## src/rtl/mem_bus_arbiter_pkg.sv

```systemverilog
// Shared definitions for the memory bus arbiter.
//   - BUS_WIDTH_DEFAULT    : default width of every address/data bus
//   - STARVE_LIMIT_DEFAULT : default number of back-to-back data grants
//                            tolerated while a fetch is waiting
//   - arb_state_e          : arbiter FSM state encoding
package mem_bus_arbiter_pkg;

    localparam int BUS_WIDTH_DEFAULT    = 32;
    localparam int STARVE_LIMIT_DEFAULT = 4;

    typedef enum logic [1:0] {
        ST_IDLE  = 2'd0,
        ST_ISSUE = 2'd1,
        ST_RESP  = 2'd2
    } arb_state_e;

endpackage

```

## src/rtl/mem_bus_arbiter_starve_counter.sv

```systemverilog
// Fetch starvation counter.
// Counts data grants issued while a fetch request is waiting. Cleared when
// the fetch is granted or when no fetch is pending, and saturates at
// STARVE_LIMIT. at_limit is registered so the arbiter sees a clean flag.
// Ports:
//   clk, reset     : clock, asynchronous active-high reset
//   fetch_pending  : fetch request currently asserted
//   data_grant     : data port granted on this edge
//   fetch_grant    : fetch port granted on this edge
//   at_limit       : counter equals STARVE_LIMIT
module arb_starve_counter #(
    parameter int STARVE_LIMIT = 4
) (
    input  logic clk,
    input  logic reset,
    input  logic fetch_pending,
    input  logic data_grant,
    input  logic fetch_grant,
    output logic at_limit
);

    localparam int            CW      = (STARVE_LIMIT < 1) ? 1 : $clog2(STARVE_LIMIT + 1);
    localparam logic [CW-1:0] LIMIT_C = CW'(STARVE_LIMIT);
    localparam logic [CW-1:0] ZERO_C  = {CW{1'b0}};
    localparam logic [CW-1:0] ONE_C   = CW'(1);

    logic [CW-1:0] count_r;
    logic [CW-1:0] count_nxt_s;

    // Next count: clear on fetch service or no waiting fetch, else count data grants.
    always_comb begin
        count_nxt_s = count_r;
        if (fetch_grant) begin
            count_nxt_s = ZERO_C;
        end else if (!fetch_pending) begin
            count_nxt_s = ZERO_C;
        end else if (data_grant) begin
            if (count_r == LIMIT_C) begin
                count_nxt_s = count_r;
            end else begin
                count_nxt_s = count_r + ONE_C;
            end
        end else begin
            count_nxt_s = count_r;
        end
    end

    // Counter and limit flag registers.
    always_ff @(posedge clk or posedge reset) begin
        if (reset) begin
            count_r  <= ZERO_C;
            at_limit <= (LIMIT_C == ZERO_C);
        end else begin
            count_r  <= count_nxt_s;
            at_limit <= (count_nxt_s == LIMIT_C);
        end
    end

endmodule

```

## src/rtl/mem_bus_arbiter.sv

```systemverilog
// Two-port memory bus arbiter (instruction fetch + data) onto a single
// synchronous memory. Each access takes an ISSUE cycle (strobe + grant)
// and a RESP cycle (read data returned), so one access per two cycles.
// Data has priority unless a fetch has been passed over STARVE_LIMIT times.
// Ports:
//   clk, reset                         : clock, async active-high reset
//   i_req/i_addr -> i_gnt/i_rvalid/i_rdata : fetch (read-only) port
//   d_req/d_we/d_addr/d_wdata -> d_gnt/d_rvalid/d_rdata : data port
//   m_addr/m_re/m_wr/m_wdata, m_rdata  : memory side; m_rdata valid the
//                                        cycle after m_re
module mem_bus_arbiter
    import mem_bus_arbiter_pkg::*;
#(
    parameter int BUS_WIDTH    = BUS_WIDTH_DEFAULT,
    parameter int STARVE_LIMIT = STARVE_LIMIT_DEFAULT
) (
    input  logic                 clk,
    input  logic                 reset,
    input  logic                 i_req,
    input  logic [BUS_WIDTH-1:0] i_addr,
    output logic                 i_gnt,
    output logic                 i_rvalid,
    output logic [BUS_WIDTH-1:0] i_rdata,
    input  logic                 d_req,
    input  logic                 d_we,
    input  logic [BUS_WIDTH-1:0] d_addr,
    input  logic [BUS_WIDTH-1:0] d_wdata,
    output logic                 d_gnt,
    output logic                 d_rvalid,
    output logic [BUS_WIDTH-1:0] d_rdata,
    output logic [BUS_WIDTH-1:0] m_addr,
    output logic                 m_re,
    output logic                 m_wr,
    output logic [BUS_WIDTH-1:0] m_wdata,
    input  logic [BUS_WIDTH-1:0] m_rdata
);

    arb_state_e state_r;
    arb_state_e state_nxt_s;

    logic any_req_s;
    logic arb_slot_s;
    logic grant_s;
    logic fetch_win_s;
    logic data_win_s;
    logic starve_hit_s;

    // Kind of the access currently in flight, used to route rvalid in RESP.
    logic lat_fetch_r;
    logic lat_read_r;
    logic lat_fetch_nxt_s;
    logic lat_read_nxt_s;

    logic                 i_gnt_nxt_s;
    logic                 d_gnt_nxt_s;
    logic                 i_rvalid_nxt_s;
    logic                 d_rvalid_nxt_s;
    logic                 m_re_nxt_s;
    logic                 m_wr_nxt_s;
    logic [BUS_WIDTH-1:0] m_addr_nxt_s;
    logic [BUS_WIDTH-1:0] m_wdata_nxt_s;

    // Arbitration happens only on edges leaving IDLE or RESP.
    assign any_req_s  = i_req | d_req;
    assign arb_slot_s = (state_r == ST_IDLE) || (state_r == ST_RESP);
    assign grant_s    = arb_slot_s & any_req_s;

    // Fetch wins when alone or when it has been starved long enough.
    assign fetch_win_s = i_req & (~d_req | starve_hit_s);
    assign data_win_s  = d_req & ~fetch_win_s;

    // Read data is passed straight through from memory on both ports.
    assign i_rdata = m_rdata;
    assign d_rdata = m_rdata;

    arb_starve_counter #(
        .STARVE_LIMIT (STARVE_LIMIT)
    ) u_starve (
        .clk           (clk),
        .reset         (reset),
        .fetch_pending (i_req),
        .data_grant    (grant_s & data_win_s),
        .fetch_grant   (grant_s & fetch_win_s),
        .at_limit      (starve_hit_s)
    );

    // FSM state register.
    always_ff @(posedge clk or posedge reset) begin
        if (reset) begin
            state_r <= ST_IDLE;
        end else begin
            state_r <= state_nxt_s;
        end
    end

    // FSM next-state logic.
    always_comb begin
        state_nxt_s = state_r;
        case (state_r)
            ST_IDLE: begin
                if (any_req_s) begin
                    state_nxt_s = ST_ISSUE;
                end else begin
                    state_nxt_s = ST_IDLE;
                end
            end
            ST_ISSUE: begin
                state_nxt_s = ST_RESP;
            end
            ST_RESP: begin
                if (any_req_s) begin
                    state_nxt_s = ST_ISSUE;
                end else begin
                    state_nxt_s = ST_IDLE;
                end
            end
            default: begin
                state_nxt_s = ST_IDLE;
            end
        endcase
    end

    // Output logic: next values of the registered outputs and latched access kind.
    always_comb begin
        i_gnt_nxt_s     = 1'b0;
        d_gnt_nxt_s     = 1'b0;
        i_rvalid_nxt_s  = 1'b0;
        d_rvalid_nxt_s  = 1'b0;
        m_re_nxt_s      = 1'b0;
        m_wr_nxt_s      = 1'b0;
        m_addr_nxt_s    = m_addr;
        m_wdata_nxt_s   = m_wdata;
        lat_fetch_nxt_s = lat_fetch_r;
        lat_read_nxt_s  = lat_read_r;

        // Entering ISSUE: latch the winner and drive its strobe and grant.
        if (grant_s) begin
            if (fetch_win_s) begin
                i_gnt_nxt_s     = 1'b1;
                m_re_nxt_s      = 1'b1;
                m_addr_nxt_s    = i_addr;
                lat_fetch_nxt_s = 1'b1;
                lat_read_nxt_s  = 1'b1;
            end else begin
                d_gnt_nxt_s     = 1'b1;
                m_re_nxt_s      = ~d_we;
                m_wr_nxt_s      = d_we;
                m_addr_nxt_s    = d_addr;
                m_wdata_nxt_s   = d_wdata;
                lat_fetch_nxt_s = 1'b0;
                lat_read_nxt_s  = ~d_we;
            end
        end else begin
            lat_fetch_nxt_s = lat_fetch_r;
            lat_read_nxt_s  = lat_read_r;
        end

        // Entering RESP: flag read data for whichever port issued a read.
        if (state_r == ST_ISSUE) begin
            i_rvalid_nxt_s = lat_fetch_r & lat_read_r;
            d_rvalid_nxt_s = ~lat_fetch_r & lat_read_r;
        end else begin
            i_rvalid_nxt_s = 1'b0;
            d_rvalid_nxt_s = 1'b0;
        end
    end

    // Registered outputs and latched access kind.
    always_ff @(posedge clk or posedge reset) begin
        if (reset) begin
            i_gnt       <= 1'b0;
            d_gnt       <= 1'b0;
            i_rvalid    <= 1'b0;
            d_rvalid    <= 1'b0;
            m_re        <= 1'b0;
            m_wr        <= 1'b0;
            m_addr      <= {BUS_WIDTH{1'b0}};
            m_wdata     <= {BUS_WIDTH{1'b0}};
            lat_fetch_r <= 1'b0;
            lat_read_r  <= 1'b0;
        end else begin
            i_gnt       <= i_gnt_nxt_s;
            d_gnt       <= d_gnt_nxt_s;
            i_rvalid    <= i_rvalid_nxt_s;
            d_rvalid    <= d_rvalid_nxt_s;
            m_re        <= m_re_nxt_s;
            m_wr        <= m_wr_nxt_s;
            m_addr      <= m_addr_nxt_s;
            m_wdata     <= m_wdata_nxt_s;
            lat_fetch_r <= lat_fetch_nxt_s;
            lat_read_r  <= lat_read_nxt_s;
        end
    end

endmodule

```

## config.mk

```make
export PLATFORM = sky130hd
export DESIGN_NAME = mem_bus_arbiter
export DESIGN_NICKNAME = d
export VERILOG_FILES = /design/src/rtl/mem_bus_arbiter_pkg.sv /design/src/rtl/mem_bus_arbiter_starve_counter.sv /design/src/rtl/mem_bus_arbiter.sv
export SDC_FILE = /design/constraint.sdc
export NUM_CORES = 1
export LEC_CHECK = 0
export BUFFER_PORTS_ARGS = -buffer_cell sky130_fd_sc_hd__buf_2
export CAP_MARGIN = 20
export CORE_ASPECT_RATIO = 0.6
export CORE_MARGIN = 3
export CORE_UTILIZATION = 44
export DETAILED_ROUTE_END_ITERATION = 8
export GPL_TIMING_DRIVEN = 0
export PLACE_DENSITY = 0.93
export SLEW_MARGIN = 20
export SYNTH_ARGS = -nofsm -noshare
export SYNTH_HDL_FRONTEND = slang
export SYNTH_SLANG_ARGS = --single-unit
```

## constraint.sdc

```tcl
create_clock -name clk -period 2.9 [get_ports clk]
set_input_delay 0 -clock clk [delete_from_list [all_inputs] [get_ports clk]]
set_output_delay 0 -clock clk [all_outputs]
set_load 0.1 [all_outputs]
```

==> qor.yml <==
sta:
  layout_min_cycle_time_ns: 2.27
  worstMarginPinSlew_ns: 0.588
  fmax_mhz: 441
  finalHoldViolCount: 0
  finalSetupTns_ns: 0
  fin_skew_ns: 0.00477
  setup_violations: 0
  relSlewSlack: 0.604
  grt_setup_unrepaired: "no"
  post-route-period-util: 0.781
  slew_viol_final: 0
power_and_ir_drop:
  ir_drop_uv: 550
  powerDensity_nw_per_um2: 843
  leakage_nw: 3.50
cts:
  path_clk_slew_ns: 0.06
  post-cts-setup-buffers: 0
  root_buffer: "clkbuf_16"
  cts_tree: "done"
  clock_latency_ns: 0.33
  clk_path_buf_depth: 2
  numCtsBuffers: 9
  cts_hold_buf: 97
  cts.htree.levels: 3
  post_cts_resized: 0
  cts.sinks: 78
floorplan:
  start_util: 0.458
  die_x_um: 124
  ios: 267
  core_area_um2: 7980
  die_y_um: 76.6
  rows: 25
  dieArea_um2: 9470
synth:
  syn-num-nets: 428
  ys_seq_area_frac: 0.534
  synth_top_family_by_area: "buffers and inverters"
  synth_cell_type_count: 29
  synth_compound_area_frac: 0.158
  synth_mux_area_frac: 0.101
  synth-seq-cells: 78
  synthXorXnorAreaFrac: 0.00240
  synthSimpleGateAreaFrac: 0.0339
  syn_inst: 293
  synth-adder-area-share: 0.00685
  netlist.area_leader.share: 0.534
  synth_ff_type: "dfrtp_1"
  synthesis.area_um2: 3650
  yosysWarningCount: 0
  synth_enable_flop_cells: 0
  synth_area_leaders: "dfrtp_1 53%, buf_4 13%, mux2_1 8.6%, a22o_1 7.7%, a21o_1 6.8%"
  avgSynthCellArea_um2: 12.5
  yosysTopAreaCell: "dfrtp_1"
  ys_async_sr_fraction: 1.00
routing:
  drt-vias-per-instance: 4.91
  drt_pass1_iterations: 4
  drcViolationCount: 0
  post_drt_wl_per_cell_um: 18.3
  routed_wl_um: 13700
  ant_nets: 0
  drt_iter0_markers: 190
  vias: 3674
critical_path:
  rrSetupSlack_ns: 0.63
  critPathKind: "reg2reg"
  crit_path_start_kind: "flip-flop"
  slowest_delay_ns: 0.56
  crit_arrival_ns: 2.47
  cp-end-kind: "flip-flop"
  cp.required_ns: 3.11
  cp_max_fo: 10
  critPathSlowestCell: "dlygate4sd3_1"
  crit_path_cell_trace: "or2_1 -> buf_2 -> clkbuf_1 -> a22o_1 -> a21o_1 -> dlygate4sd3_1"
place:
  place_hpwl_um: 8760
  gp_congestion: 0.819
  portBuffers: 234
  place_area_um2: 4980
global_routing:
  grt_max_degree: 42
  grt_first_pass_wirelength_um: 21200
  antenna_found_initial: 0
  grtUsageTotal: 0.292
  grt-ovfl-total: 0
  grt_pass1_vias: 4069
cells_and_area:
  drive_gt1_frac: 0.522
  area_growth_syn_to_layout_pct: 72.4
  diodes: 0
  layout.nets: 771
  fin_area_um2: 6300
worst_hold_path:
  hp-class: "in2reg"
flow_run:
  cap_violations: 0
status:
  outcome: "finished, final reports clean"
[registers in the layout, indices dropped and copies added, names as in the netlist]
signal and count:
d_rvalid 1, i_gnt 1, d_gnt 1, m_re 1
m_wr 1, u_starve.at_limit 1, lat_read_r 1, lat_fetch_r 1
state_r 2, m_addr 32, u_starve.count_r 3, m_wdata 32
i_rvalid 1
[stage by stage]
| stage | hold slack [ns] | setup slack, ns | total power [mW] | util | std cells |
|---|---|---|---|---|---|
| floorplan | 0.116 | 0.905 | 3.40 | - | 293 |
| global placement | 0.199 | 0.137 | 3.77 | 0.622 | 635 |
| detailed placement | 0.0666 | 1.20 | 3.82 | 0.625 | 636 |
| CTS | 0.00158 | 0.690 | 5.29 | 0.790 | 748 |
| global route | 0.00927 | 0.533 | 5.48 | 0.790 | 748 |
| finish | 0.0192 | 0.635 | 5.31 | 0.790 | 748 |
[area by class of cell]
type | instances | area (um^2)
multi-input combinational | 131 | 1100
timing repair buffer | 332 | 2160
inverter | 5 | 21.3
clock inverter | 5 | 106
clock buffer | 10 | 239
fill | 475 | 1680
sequential | 78 | 1950
buffer | 79 | 579
tap | 108 | 135
[logic make-up (layout without fill, tap and decap cells)]
family	after synthesis	after routing
compound gates	72	72
simple gates	23	23
mux	33	33
flops	78	78
fa+ha+maj	2	2
xor+xnor	1	1
buf+inv	84	431
[report_power, final]
group,internal (mW),switching (mW)
Sequential,1.27,0.108
Clock,0.862,0.432
Combinational,0.593,2.04
Total,2.73,2.58
[path summary, 6_finish.rpt]
| check | from | end | cells after the start |
|---|---|---|---|
| setup / recovery | state_r[0] | m_addr[25] | 6 |
| hold / removal | i_req | m_re | 3 |
| setup reg to reg | state_r[0] | m_addr[25] | 6 |
| hold reg to reg | state_r[1] | state_r[1] | 1 |
| max in group asynchronous | reset | m_addr[0] | 4 |
| min in group asynchronous | reset | m_wdata[0] | 3 |
[synth_stat cells, types with 2 or more instances]
library cell,instances
a21o_1,33
nand2b_1,2
nor2b_1,2
clkbuf_1,3
inv_1,5
nor2_1,6
a21oi_1,4
dfrtp_1,78
buf_4,65
nor3_1,2
mux2_2,4
ha_1,2
buf_2,7
a22o_1,32
and3_1,2
mux2_1,28
nand2_1,3
buf_6,4
[layer usage]
| metal | wire, um | vias to the layer above | track usage |
|---|---|---|---|
| met5 | 0 | - | 0 |
| met4 | 435 | 0 | 0.109 |
| met3 | 929 | 40 | 0.0809 |
| met2 | 7170 | 175 | 0.527 |
| met1 | 5180 | 1816 | 0.323 |
| li1 | - | 1643 | - |
[worst max-delay path: cells and delay by family, from the launching register on]
| family | cells | cell delay, ns |
|---|---|---|
| flops | 1 | 0.45 |
| buf+inv | 3 | 1.01 |
| compound gates | 2 | 0.42 |
| simple gates | 1 | 0.25 |
[placed cells by master, fill, tap and decap left out, drive strengths merged, types with 2 or more instances in the layout]
cell type and n:
nand2b 2, ha 2, and3 2, bufinv 3, a22o 32, nor3 2
clkbuf 13, a21oi 5, buf 311, dfrtp 78, nand2 3, nor2 6
mux2 32, inv 6, a21o 33, dlygate4sd3 97, nor2b 3
Note: power is estimated with default switching activity, not from simulation.
